--- config.mk ---
export PLATFORM = sky130hd
export DESIGN_NAME = bcd_countdown_timer
export DESIGN_NICKNAME = d
export VERILOG_FILES = /design/src/rtl/bcd_countdown_timer.sv
export SDC_FILE = /design/constraint.sdc
export NUM_CORES = 1
export LEC_CHECK = 0
export BUFFER_PORTS_ARGS = -buffer_cell sky130_fd_sc_hd__buf_2
export CORE_ASPECT_RATIO = 0.7
export CORE_MARGIN = 5
export CORE_UTILIZATION = 45
export CTS_CLUSTER_SIZE = 16
export DETAILED_ROUTE_END_ITERATION = 6
export GPL_TIMING_DRIVEN = 0
export PLACE_DENSITY = 0.68
export SLEW_MARGIN = 0
export SYNTH_ARGS = -nofsm -noshare
export SYNTH_HDL_FRONTEND = slang
export SYNTH_SLANG_ARGS = --single-unit
export TNS_END_PERCENT = 5
--- constraint.sdc ---
create_clock -name clk -period 5.2 [get_ports clk]
set_input_delay 0.52 -clock clk [delete_from_list [all_inputs] [get_ports clk]]
set_output_delay 0.52 -clock clk [all_outputs]
set_load 0.005 [all_outputs]
--- src/rtl/bcd_countdown_timer.sv ---
// bcd_countdown_timer: MM:SS BCD countdown with pause, alarm hold and optional auto-reload (COUNTDOWN_AUTO_RELOAD_EN)
module bcd_countdown_timer #(
  parameter int ALARM_LEN    = 8,
  parameter int MIN_TENS_MAX = 5
) (
  input  logic        clk,
  input  logic        reset,
  input  logic        tick,
  input  logic        load,
  input  logic [15:0] load_value,
  input  logic        start_resume,
  input  logic        stop,
  input  logic        clear,
  output logic [15:0] digits,
  output logic        running,
  output logic        alarm,
  output logic        done_pulse
);
  typedef enum logic [1:0] {IDLE, RUNNING, PAUSED, EXPIRED} state_t;
  localparam logic [7:0] AL = 8'(ALARM_LEN);
  localparam logic [3:0] MT = 4'(MIN_TENS_MAX);
  state_t state, state_n;
  logic [15:0] digits_n, clamped, dec, reload;
  logic [7:0] cnt, cnt_n;
  logic done_n, b0, b1, b2;
  function automatic logic [3:0] clamp(input logic [3:0] d, input logic [3:0] m);
    return d > m ? m : d;
  endfunction
  assign clamped = {clamp(load_value[15:12], MT), clamp(load_value[11:8], 4'd9),
                    clamp(load_value[7:4], 4'd5), clamp(load_value[3:0], 4'd9)};
  assign b0 = digits[3:0] == 4'd0;
  assign b1 = b0 && digits[7:4] == 4'd0;
  assign b2 = b1 && digits[11:8] == 4'd0;
  assign dec = {b2 ? digits[15:12] - 4'd1 : digits[15:12],
                b1 ? (digits[11:8] == 4'd0 ? 4'd9 : digits[11:8] - 4'd1) : digits[11:8],
                b0 ? (digits[7:4] == 4'd0 ? 4'd5 : digits[7:4] - 4'd1) : digits[7:4],
                b0 ? 4'd9 : digits[3:0] - 4'd1};
`ifdef COUNTDOWN_AUTO_RELOAD_EN
  logic [15:0] shadow, shadow_n;
  assign reload = shadow;
  // shadow keeps the last accepted load so expiry can restart the count
  always_ff @(posedge clk)
    shadow <= reset ? 16'h0000 : shadow_n;
  // shadow follows clear and accepted loads only
  always_comb begin
    shadow_n = shadow;
    if (clear) shadow_n = 16'h0000;
    else if (load && state != RUNNING) shadow_n = clamped;
  end
`else
  assign reload = 16'h0000;
`endif
  // next-state logic in command priority order: clear, load, stop, start_resume, tick
  always_comb begin
    state_n  = state;
    digits_n = digits;
    cnt_n    = cnt;
    done_n   = 1'b0;
    if (clear) begin
      state_n  = IDLE;
      digits_n = 16'h0000;
      cnt_n    = 8'd0;
    end else if (load && state != RUNNING) begin
      state_n  = IDLE;
      digits_n = clamped;
      cnt_n    = 8'd0;
    end else if (stop) begin
      state_n = state == RUNNING ? PAUSED : state == EXPIRED ? IDLE : state;
      cnt_n   = 8'd0;
    end else if (start_resume && state != RUNNING) begin
      state_n = state == EXPIRED ? IDLE : digits != 16'h0000 ? RUNNING : state;
      cnt_n   = 8'd0;
    end else if (tick && state == RUNNING) begin
      done_n   = digits == 16'h0001;
      digits_n = !done_n ? dec : reload;
      state_n  = done_n && reload == 16'h0000 ? EXPIRED : RUNNING;
      cnt_n    = 8'd0;
    end else if (tick && state == EXPIRED) begin
      cnt_n   = cnt + 8'd1 == AL ? 8'd0 : cnt + 8'd1;
      state_n = cnt + 8'd1 == AL ? IDLE : EXPIRED;
    end
  end
  // all outputs registered from the next-state values
  always_ff @(posedge clk) begin
    if (reset) begin
      state      <= IDLE;
      digits     <= 16'h0000;
      cnt        <= 8'd0;
      done_pulse <= 1'b0;
      running    <= 1'b0;
      alarm      <= 1'b0;
    end else begin
      state      <= state_n;
      digits     <= digits_n;
      cnt        <= cnt_n;
      done_pulse <= done_n;
      running    <= state_n == RUNNING;
      alarm      <= state_n == EXPIRED;
    end
  end
endmodule
======== After elaboration in Yosys (flattened, before gate mapping) ========
Cells that the tools add are included.
word-level totals
  output and inout port bits .............. 19
  input port bits ......................... 23
  word-level logic and storage cells ...... 77
  register bits ........................... 29
operators by class
  bitwise operators ....................... 1
  multiplexer cells ....................... 28
  reduce and logical (&&, ||, !) cells .... 21
  add/sub/neg operators ................... 5
  magnitude comparators ................... 4
  equal/unequal tests ..................... 9
operators by type and width
  operator                                               count
  2-to-1 mux 16 bit                                      5
  2-to-1 mux 4 bit                                       10
  2-to-1 mux 2 bit                                       12
  == test 16 x 1 -> 1 bit, second input constant         1
  nonzero test 16 bit                                    1
  subtractor 4 x 1 -> 4 bit, second input constant       4
  logical NOT 4 bit                                      3
  AND reduction 4 bit                                    3
  OR reduction 6 bit                                     2
  nonzero test 3 bit                                     3
  adder 8 x 1 -> 8 bit, second input constant            1
  == test 8 x 4 -> 1 bit, second input constant          1
  > comparator 4 x 3 -> 1 bit, second input constant     2
  > comparator 4 bit, second input constant              2
  2-to-1 mux 8 bit                                       1
  logical AND 1 bit                                      6
  == test 2 x 1 -> 1 bit, second input constant          2
  == test 2 bit, second input constant                   2
  inequality test 2 x 1 -> 1 bit, second input constant  2
  AND reduction 3 bit                                    1
  inequality test 2 bit, second input constant           1
  nonzero test 2 bit                                     1
  OR reduction 2 bit                                     1
  NOT 1 bit                                              1

======== Longest topological paths before layout ========
Gate-level depths: netlist (run 1).
  depth after elaboration ................. 10
  mapped depth ............................ 10
  depth with buffers taken out ............ 8

======== Least setup slack after synthesis (run 1) ========
OpenSTA, ideal clock, no wires.
  kind .................................... register to register
  start point ............................. register state[1]
  end point ............................... register cnt[1]
  stages on the path, launching flop included .. 10
  arrival ................................. 1.823 ns
  data required time ...................... 5.134 ns
  path slack .............................. 3.311 ns
  period minus slack after synthesis ...... 1.889 ns
  cell sequence ........................... dfxtp_1 > inv_1 > ha_1 > buf_4 > or2b_2 > nand2_2 > or4_1 > buf_2 > or2_4 > a21oi_2
between the ends
  longest elaborated chain between the ends .. 3
  elaborated cells on any way between the ends .. 8
  classes of those cells .................. eq/ne (3); reduce/logical (5)
RTL lines
  element                                                                   RTL line    text
  start, declared                                                           22          state_t state, state_n;
  start signal, assigned                                                    93          state <= state_n;
  inequality test 2 x 1 -> 1 bit or == test 2 x 1 -> 1 bit (tied branches)  63, 70, 73
  logical AND 1 bit (on tied branches)                                      63, 70, 73
  OR reduction 6 bit (no source line)                                       n/a
  end signal, assigned                                                      95          cnt <= cnt_n;
  end, declared                                                             24          logic [7:0] cnt, cnt_n;
Parallel ways exist; a longest one is shown, timed or not.
A chain may end at the register's enable or synchronous reset.

======== Worst setup path after layout (run 1) ========
  start point ............................. register state[1]
  end point ............................... register digits[14]
between the ends
  longest elaborated chain between the ends .. 4
  elaborated cells on any way between the ends .. 11
  classes of those cells .................. eq/ne (4); mux (1); reduce/logical (6)
RTL lines
  element                                                                   RTL line    text
  inequality test 2 x 1 -> 1 bit or == test 2 x 1 -> 1 bit (tied branches)  63, 70, 73
  logical AND 1 bit (on tied branches)                                      63, 70, 73
  inequality test 2 bit (no source line) (tied with other cells)            n/a
  AND reduction 4 bit (no source line)                                      n/a
  end signal, assigned                                                      94          digits <= digits_n;
  end, declared                                                             14          output logic [15:0] digits,
Parallel ways exist; a longest one is shown, timed or not.

==> key figures, run 1 <==
Cells and area
  • Multi-input gate area: 1240 µm²
  • Most frequent cells in the layout: 44 x buf_2, 35 x nor2_1, 29 x dfxtp_1
  • Fillers: 393
  • # nets final: 314
  • Share of cells above drive strength 1: 24.8%
  • Non-Filler Instances: 334
  • Diode count: 0
  • Register area: 581 µm²
  • Layout area overhead: 18.5%
  • Fin area: 2260 µm²
  • Most common cell after layout, fill and taps aside: buf_2

Detailed routing
  • Total wire length: 4840 µm
  • DRC violations left: 0
  • Wirelength per Cell: 14.5 µm
  • Final ANT Viol Nets: 0
  • DRT Pass-1 Iters: 4
  • Via/cell ratio: 5.56
  • Routed vias: 1858
  • Initial DRC count: 131

STA
  • F_max: 433 MHz
  • Relative slew margins: 57.6%
  • Slew Viols, Final: 0
  • Final setup vio count: 0
  • Tcrit/Tclk final: 44.4%
  • Final hold violations: 0
  • Final hold slack: 0.396 ns
  • Unrepaired setup endpoints after global routing: false
  • Clock Skew: 0.00377 ns
  • Post-layout minimum cycle time: 2.31 ns
  • Least-Margin Pin Slew: 0.634 ns
  • Setup TNS: 0 ns

Power and ir drop
  • Pwr Density: 238 nW/µm²
  • Psw: 167 µW
  • Max VDD drop: 128 µV
  • Clock share of power: 34.1%
  • Sequential Power Share: 44.2%
  • Combinational power share: 21.7%
  • P_leak: 0.000903 µW
  • Total Power: 537 µW
  • Pint: 370 µW
  • Sw Ratio: 31.2%

Global routing
  • First-pass GRT wire length: 8100 µm
  • Initial antenna violation count: 0
  • Vias in the first global route: 1656
  • GR Layer Usage met3: 4.68%
  • All-layer global routing usage: 18.1%
  • Gr busiest metal: met1
  • Largest net degree at the start of global routing: 11
  • Met1 Use GR: 27.5%
  • Met2 usage in global routing: 24.4%
  • Gr ovfl total: 0

Synth
  • Main synth FF type: dfxtp_1
  • Cells after Synth: 233
  • Synthesized area per cell: 8.17 µm²
  • Register area share after synthesis: 30.5%
  • Yosys warnings: 0
  • Asr flop ratio synth: 0%
  • Post-synth EDFFs: 0
  • Area of the mapped netlist: 1900 µm²
  • #FFs+latches synth: 29
  • Syn nets: 266
  • Netlist cell types: 58

Die
  • Die H: 64.4 µm
  • Ports: 42
  • Initial Util: 47.7%
  • Site row count: 19
  • DIE AREA: 5650 µm²
  • Die Width: 87.7 µm
  • Core Footprint: 3990 µm²

Clocking
  • Htree depth: 2
  • CTS root buffer: clkbuf_8
  • CTS tree: built
  • Maximum root-to-sink buffer count: 2
  • Hold_buf cts: 0
  • Post-CTS sizing: 0
  • Reg clk slew, reported paths: 0.06 ns
  • Worst-Skew Late Latency: 0.29 ns
  • CTS buffer count: 5
  • CTS Sinks: 29
  • Post-CTS setup buffer count: 0

Placed design
  • Routability cong.: 0.879
  • Placed Area: 2170 µm²
  • Dpl cells: 326
  • Post-DP HPWL: 3660 µm
  • PortBufs: 41

Critical path
  • Worst path required time: 5.35 ns
  • WP data arrival: 2.46 ns
  • WS Path Type: flop to flop
  • R2R setup slack: 2.89 ns
  • Startpoint Class: flop
  • Worst Path Max Fanout: 10
  • Worst setup path start: state[1]
  • R2R depth: 10
  • Crit path capture: digits[14]
  • CP Capture Type: flop
  • R2R Path Start: state[1]
  • Reg2reg end: digits[14]

Run status
  • Status: complete, no violations

Run
  • Max Cap Viol: 0

Min path
  • Hold Path Class: input pin to flop
power by group through the flow:
stage	Clock (µW)	Sequential, µW	Combinational [µW]
final	183	237	117
after floorplan	0	241	79.3
after CTS	189	237	116
after global placement	0	242	114
after detailed placement	0	242	116
after global routing	201	238	131
sequential cells by signal, indices dropped and copies added, names as in the netlist:
| signal | count |
|---|---|
| digits | 16 |
| cnt | 8 |
| state | 2 |
| alarm | 1 |
| done_pulse | 1 |
| running | 1 |
worst max-delay path, stage by stage, from the launching register on:
cell	delay, ns
dfxtp_1	0.36
inv_1	0.11
ha_1	0.19
buf_4	0.16
nor2b_1	0.19
buf_2	0.28
a41o_1	0.28
buf_2	0.28
nor2_1	0.07
o21ai_0	0.17
a21oi_1	0.09
layer usage:
layer  share of wire (%)  vias to the layer above
met5                   0                        -
li1                    -                      952
met4                 1.2                        0
met3                 4.8                        8
met2                  41                       51
met1                  53                      847
synthesized netlist by cell type, types with 5 or more instances:
cell type / n / area, µm²
nor2b_1: 5 / 31.3
a21oi_1: 10 / 50.1
nand4_1: 5 / 31.3
a211oi_1: 5 / 37.5
nand3_1: 8 / 40.0
inv_1: 10 / 37.5
nor2_1: 35 / 131
dfxtp_1: 29 / 581
nand2_1: 16 / 60.1
o21ai_0: 18 / 90.1
ha_1: 10 / 125
how the worst min path moves through the flow:
stage                 end  slack, ns  cells after the start  startpoint
2_1_floorplan  digits[13]       0.48                      2  digits[13]
3_3_place_gp   digits[13]       0.50                      2  digits[13]
3_5_place_dp   digits[13]       0.51                      2  digits[13]
4_1_cts          state[1]       0.39                      2       reset
5_1_grt          state[1]       0.39                      2       reset
6_report         state[1]       0.40                      2       reset
stage by stage:
stage	setup WS, ns	utilization [%]
after floorplan	3.31	-
final	2.89	56.5
after global routing	2.71	56.5
after global placement	2.98	54.4
after detailed placement	2.94	54.4
after CTS	2.93	56.5
cell type report:
type / instances / share of cell area [%]
buffer: 8 / 2.00
clock buffer: 6 / 3.22
clock inverter: 2 / 0.444
inverter: 10 / 1.66
multi-input combinational: 186 / 55.0
sequential: 29 / 25.7
tap: 52 / 2.88
timing repair buffer: 41 / 9.10
cells by family after synthesis:
kind of cell / after synthesis / synth area share, %
xor gates and xnor gates: 8 / 3.68
AOI/OAI and AO/OA: 65 / 24.5
buffers and inverters: 18 / 4.34
DFF: 29 / 30.5
muxes: 2 / 1.05
adders and majority gates: 10 / 6.57
and+or+nand+nor: 101 / 29.3
Power figures use the tool's default switching activity.
==> run 2: changes to the inputs <==
==> constraint.sdc (replaced) <==
create_clock -name clk -period 2.2 [get_ports clk]
set_input_delay 0.22 -clock clk [delete_from_list [all_inputs] [get_ports clk]]
set_output_delay 0.22 -clock clk [all_outputs]
set_load 0.005 [all_outputs]
==> key figures, run 2 (synthesis gave the netlist of run 1 again) <==
Detailed routing
  • Via/cell ratio: 5.54
  • DRT Pass-1 Iters: 5
  • Routed vias: 1877
  • Wirelength per Cell: 14.6 µm
  • Initial DRC count: 99
  • DRC violations left: 0
  • Final ANT Viol Nets: 0
  • Total wire length: 4940 µm

Critical path
  • Startpoint Class: flop
  • Reg2reg end: cnt[1]
  • Worst path required time: 2.43 ns
  • CP Capture Type: flop
  • WS Path Type: flop to flop
  • R2R setup slack: 0.16 ns
  • R2R depth: 8
  • Worst Path Max Fanout: 10
  • R2R Path Start: state[0]
  • WP data arrival: 2.27 ns

Cells and area
  • Most frequent cells in the layout: 42 x buf_2, 34 x nor2_1, 27 x dfxtp_1
  • Biggest register: digits
  • Non-Filler Instances: 339
  • Share of cells above drive strength 1: 30.7%
  • Largest regs: digits: 16 flops, cnt: 8 flops, state: 2 flops
  • Largest register FFs: 16
  • Layout area overhead: 23.1%
  • # nets final: 319
  • Most common cell after layout, fill and taps aside: buf_2
  • Diode count: 0

Clocking
  • CTS buffer count: 5
  • Maximum root-to-sink buffer count: 2
  • Reg clk slew, reported paths: 0.07 ns
  • Htree depth: 2
  • CTS root buffer: clkbuf_8
  • Worst-Skew Late Latency: 0.29 ns
  • CTS Sinks: 29
  • CTS tree: built

Global routing
  • Initial antenna violation count: 0
  • Gr ovfl total: 0
  • First-pass GRT wire length: 8140 µm
  • Vias in the first global route: 1664
  • Largest net degree at the start of global routing: 11
  • All-layer global routing usage: 18.2%

STA
  • Final hold violations: 0
  • Least-Margin Pin Slew: 0.525 ns
  • Clock Skew: 0.00532 ns
  • Post-layout minimum cycle time: 2.04 ns
  • F_max: 490 MHz
  • Unrepaired setup endpoints after global routing: true
  • Post-route setup slack: 0.161 ns
  • Slew Viols, Final: 0
  • Relative slew margins: 65.0%
  • Tcrit/Tclk final: 92.7%
  • Final setup vio count: 0

Die
  • Die H: 64.4 µm
  • Initial Util: 47.7%
  • Die Width: 87.7 µm
  • Core Footprint: 3990 µm²
  • Ports: 42
  • DIE AREA: 5650 µm²
  • Site row count: 19

Power and ir drop
  • Max VDD drop: 301 µV
  • P_leak: 0.000941 µW
  • Pwr Density: 554 nW/µm²

Placed design
  • PortBufs: 41
  • Dpl ws: -0.0604 ns
  • Routability cong.: 0.879
  • Dpl cells: 326
  • Post-DP HPWL: 3660 µm

Run
  • Max Cap Viol: 0

Run status
  • Status: complete, no violations

Min path
  • Min-delay src: reset
  • Hold Path Class: input pin to flop
  • Worst Hold Path EP: state[1]
  • Hold path cells: 2
-- run 2: area by class of cell --
class	instances	area, µm²
tap	52	65.1
clock inverter	2	10.0
inverter	10	37.5
multi-input combinational	186	1280
sequential	29	583
timing repair buffer	47	250
fill	386	1650
clock buffer	6	72.6
buffer	7	47.5
-- run 2: per-layer routing --
metal	vias up	global-route usage, %	wire length, µm
met5	-	0	0
met4	0	5.75	59
met3	8	4.68	296
met2	57	24.5	2050
met1	850	27.7	2540
li1	962	-	-
-- run 2: power breakdown --
| group | internal (µW) | switching, µW | total [µW] | leakage (µW) |
|---|---|---|---|---|
| clock network | 219 | 211 | 430 | 0.0000450 |
| registers | 541 | 20.4 | 562 | 0.000236 |
| logic | 135 | 172 | 307 | 0.000660 |
-- run 2: worst max-delay path by stage --
stage / from / endpoint / cells after the start
3_5_place_dp: state[1] / digits[15] / 10
4_1_cts: digits[8] / digits[14] / 8
2_1_floorplan: state[1] / cnt[1] / 9
5_1_grt: digits[0] / digits[13] / 8
6_report: state[0] / cnt[1] / 8
3_3_place_gp: state[1] / digits[14] / 10
-- run 2: what timing repair did --
action | CTS | global route
pin swaps | 0 | 2
gates cloned | 0 | 0
endpoints found under the setup margin | 11 | 21
gates resized for setup | 2 | 15
setup buffers | 0 | 6
hold buffers | 0 | 0
-- run 2: worst max-delay path, stage by stage (launching register included) --
cell,delay (ns)
dfxtp_1,0.41
ha_1,0.17
buf_4,0.15
or2b_2,0.18
nand2_2,0.09
or4_1,0.46
buf_2,0.17
or2_4,0.25
a21oi_2,0.10
-- run 2: per-stage QoR --
stage	utilization, %	area [µm²]	total power (µW)	setup TNS [ns]	hold WS, ns
2_1_floorplan	-	1900	757	0	0.292
3_3_place_gp	54.4	2170	841	-0.0410	0.395
3_5_place_dp	54.4	2170	846	-0.326	0.397
4_1_cts	56.5	2260	1280	0	0.0916
5_1_grt	58.7	2340	1380	-0.00460	0.0940
6_report	58.7	2340	1300	0	0.0990
==> run 3: changes to the inputs <==
--- a/config.mk
+++ b/config.mk
@@ -13,6 +13,7 @@
 export DETAILED_ROUTE_END_ITERATION = 6
 export GPL_TIMING_DRIVEN = 0
 export PLACE_DENSITY = 0.68
+export RECOVER_POWER = 50
 export SLEW_MARGIN = 0
 export SYNTH_ARGS = -nofsm -noshare
 export SYNTH_HDL_FRONTEND = slang
==> key figures, run 3 (synthesis gave the netlist of run 1 again) <==
Run status
  • Status: complete, no violations

Critical path
  • CP max-delay cell: or4_1
  • Startpoint Class: flop
  • Crit path largest cell delay: 0.46 ns
  • Worst path required time: 2.43 ns
  • WP data arrival: 2.27 ns
  • WS Path Type: flop to flop
  • Worst path cell trace: ha_1 -> buf_4 -> or2b_2 -> nand2_2 -> or4_1 -> buf_2 -> or2_4 -> a21oi_2
  • Worst Path Max Fanout: 10
  • CP Capture Type: flop
  • Buffers & Inverters on Critical Path: 2
  • CP top delay family: simple AND/OR/NAND/NOR gates

Die
  • Ports: 42
  • Site row count: 19
  • Core Footprint: 3990 µm²
  • DIE AREA: 5650 µm²
  • Die Width: 87.7 µm
  • Initial Util: 47.7%
  • Die H: 64.4 µm

Min path
  • Hold Path Class: input pin to flop

Power and ir drop
  • Max VDD drop: 301 µV
  • P_leak: 0.000906 µW
  • Pwr Density: 557 nW/µm²

Placed design
  • Placed Area: 2170 µm²
  • Post-DP HPWL: 3660 µm
  • PortBufs: 41
  • Routability cong.: 0.879
  • Dpl cells: 326

Detailed routing
  • Wirelength per Cell: 14.7 µm
  • DRT Pass-1 Iters: 5
  • Max Used Layer: met4
  • WL met3: 306 µm
  • Via/cell ratio: 5.55
  • Final ANT Viol Nets: 0
  • DRC violations left: 0
  • WL met2: 2050 µm
  • Total wire length: 4970 µm
  • Routed vias: 1882
  • Initial DRC count: 101
  • Metal-1 WL: 2550 µm

STA
  • Slew Viols, Final: 0
  • F_max: 490 MHz
  • Clock Skew: 0.00502 ns
  • Least-Margin Pin Slew: 0.516 ns
  • Final setup vio count: 0
  • Tcrit/Tclk final: 92.7%
  • Unrepaired setup endpoints after global routing: true
  • Post-layout minimum cycle time: 2.04 ns
  • Final hold violations: 0
  • Setup TNS: 0 ns
  • Relative slew margins: 65.6%

Clocking
  • Worst-Skew Late Latency: 0.29 ns
  • CTS root buffer: clkbuf_8
  • CTS tree: built
  • Maximum root-to-sink buffer count: 2
  • CTS buffer count: 5
  • CTS Sinks: 29
  • Hold_buf cts: 0
  • Reg clk slew, reported paths: 0.07 ns
  • Htree depth: 2

Global routing
  • Gr ovfl total: 0
  • First-pass GRT wire length: 8140 µm
  • All-layer global routing usage: 18.2%
  • Vias in the first global route: 1664
  • Initial antenna violation count: 0
  • Largest net degree at the start of global routing: 11

Cells and area
  • Largest register FFs: 16
  • Register area: 581 µm²
  • Share of cells above drive strength 1: 27.2%
  • Most frequent cells in the layout: 34 x nor2_1, 34 x buf_2, 29 x dfxtp_1
  • Biggest register: digits
  • Diode count: 0
  • Non-Filler Instances: 339
  • Multi-input gate area: 1280 µm²
  • Largest regs: digits: 16 flops, cnt: 8 flops, state: 2 flops
  • Fin area: 2330 µm²
  • Layout area overhead: 22.5%
  • # nets final: 319
  • Fillers: 386

Run
  • Max Cap Viol: 0
-- run 3: cell count changes in the layout (fill, tap and decap cells not counted), sizes merged --
cell / delta
buf: -8
clkbuf: +8
-- run 3: routing by layer --
metal	global-route usage, %	vias to the layer above
met5	0	-
met2	24.5	63
li1	-	961
met3	4.68	8
met1	27.7	850
met4	5.75	0
-- run 3: through the flow --
| stage | setup WS [ns] | power, µW | hold WS, ns | utilization [%] |
|---|---|---|---|---|
| global placement | -0.0213 | 841 | 0.395 | 54.4 |
| finish | 0.161 | 1300 | 0.0986 | 58.4 |
| floorplan | 0.311 | 757 | 0.292 | - |
| CTS | 0.00578 | 1280 | 0.0916 | 56.5 |
| global route | -0.00460 | 1370 | 0.0940 | 58.4 |
| detailed placement | -0.0604 | 846 | 0.397 | 54.4 |
-- run 3: area by class of cell --
| class | count | share of cell area (%) |
|---|---|---|
| plain buffers | 7 | 2.04 |
| clock buffers | 6 | 3.11 |
| flip-flops and latches | 29 | 24.9 |
| multi-input cells | 186 | 54.8 |
| repair buffers | 47 | 10.3 |
| clock inverters | 2 | 0.429 |
| well taps | 52 | 2.79 |
| inverters | 10 | 1.61 |
-- run 3: path summary, 6_finish.rpt --
check             startpoint         end  slack [ns]  depth (start not counted)
setup / recovery    state[0]      cnt[1]        0.16                          8
setup reg to reg    state[0]      cnt[1]        0.16                          8
hold reg to reg   digits[13]  digits[13]        0.53                          2
hold / removal         reset    state[1]         0.1                          2
-- run 3: what timing repair did --
action                                  in CTS  in global routing
setup buffers                                0                  6
endpoints found under the hold margin        0                  0
endpoints found under the setup margin      11                 21
pin swaps                                    0                  2
gates resized for setup                      2                 15
-- run 3: power breakdown --
group,switching [µW],internal [µW]
registers,20.6,541
clock network,214,219
logic,172,133
total,406,893
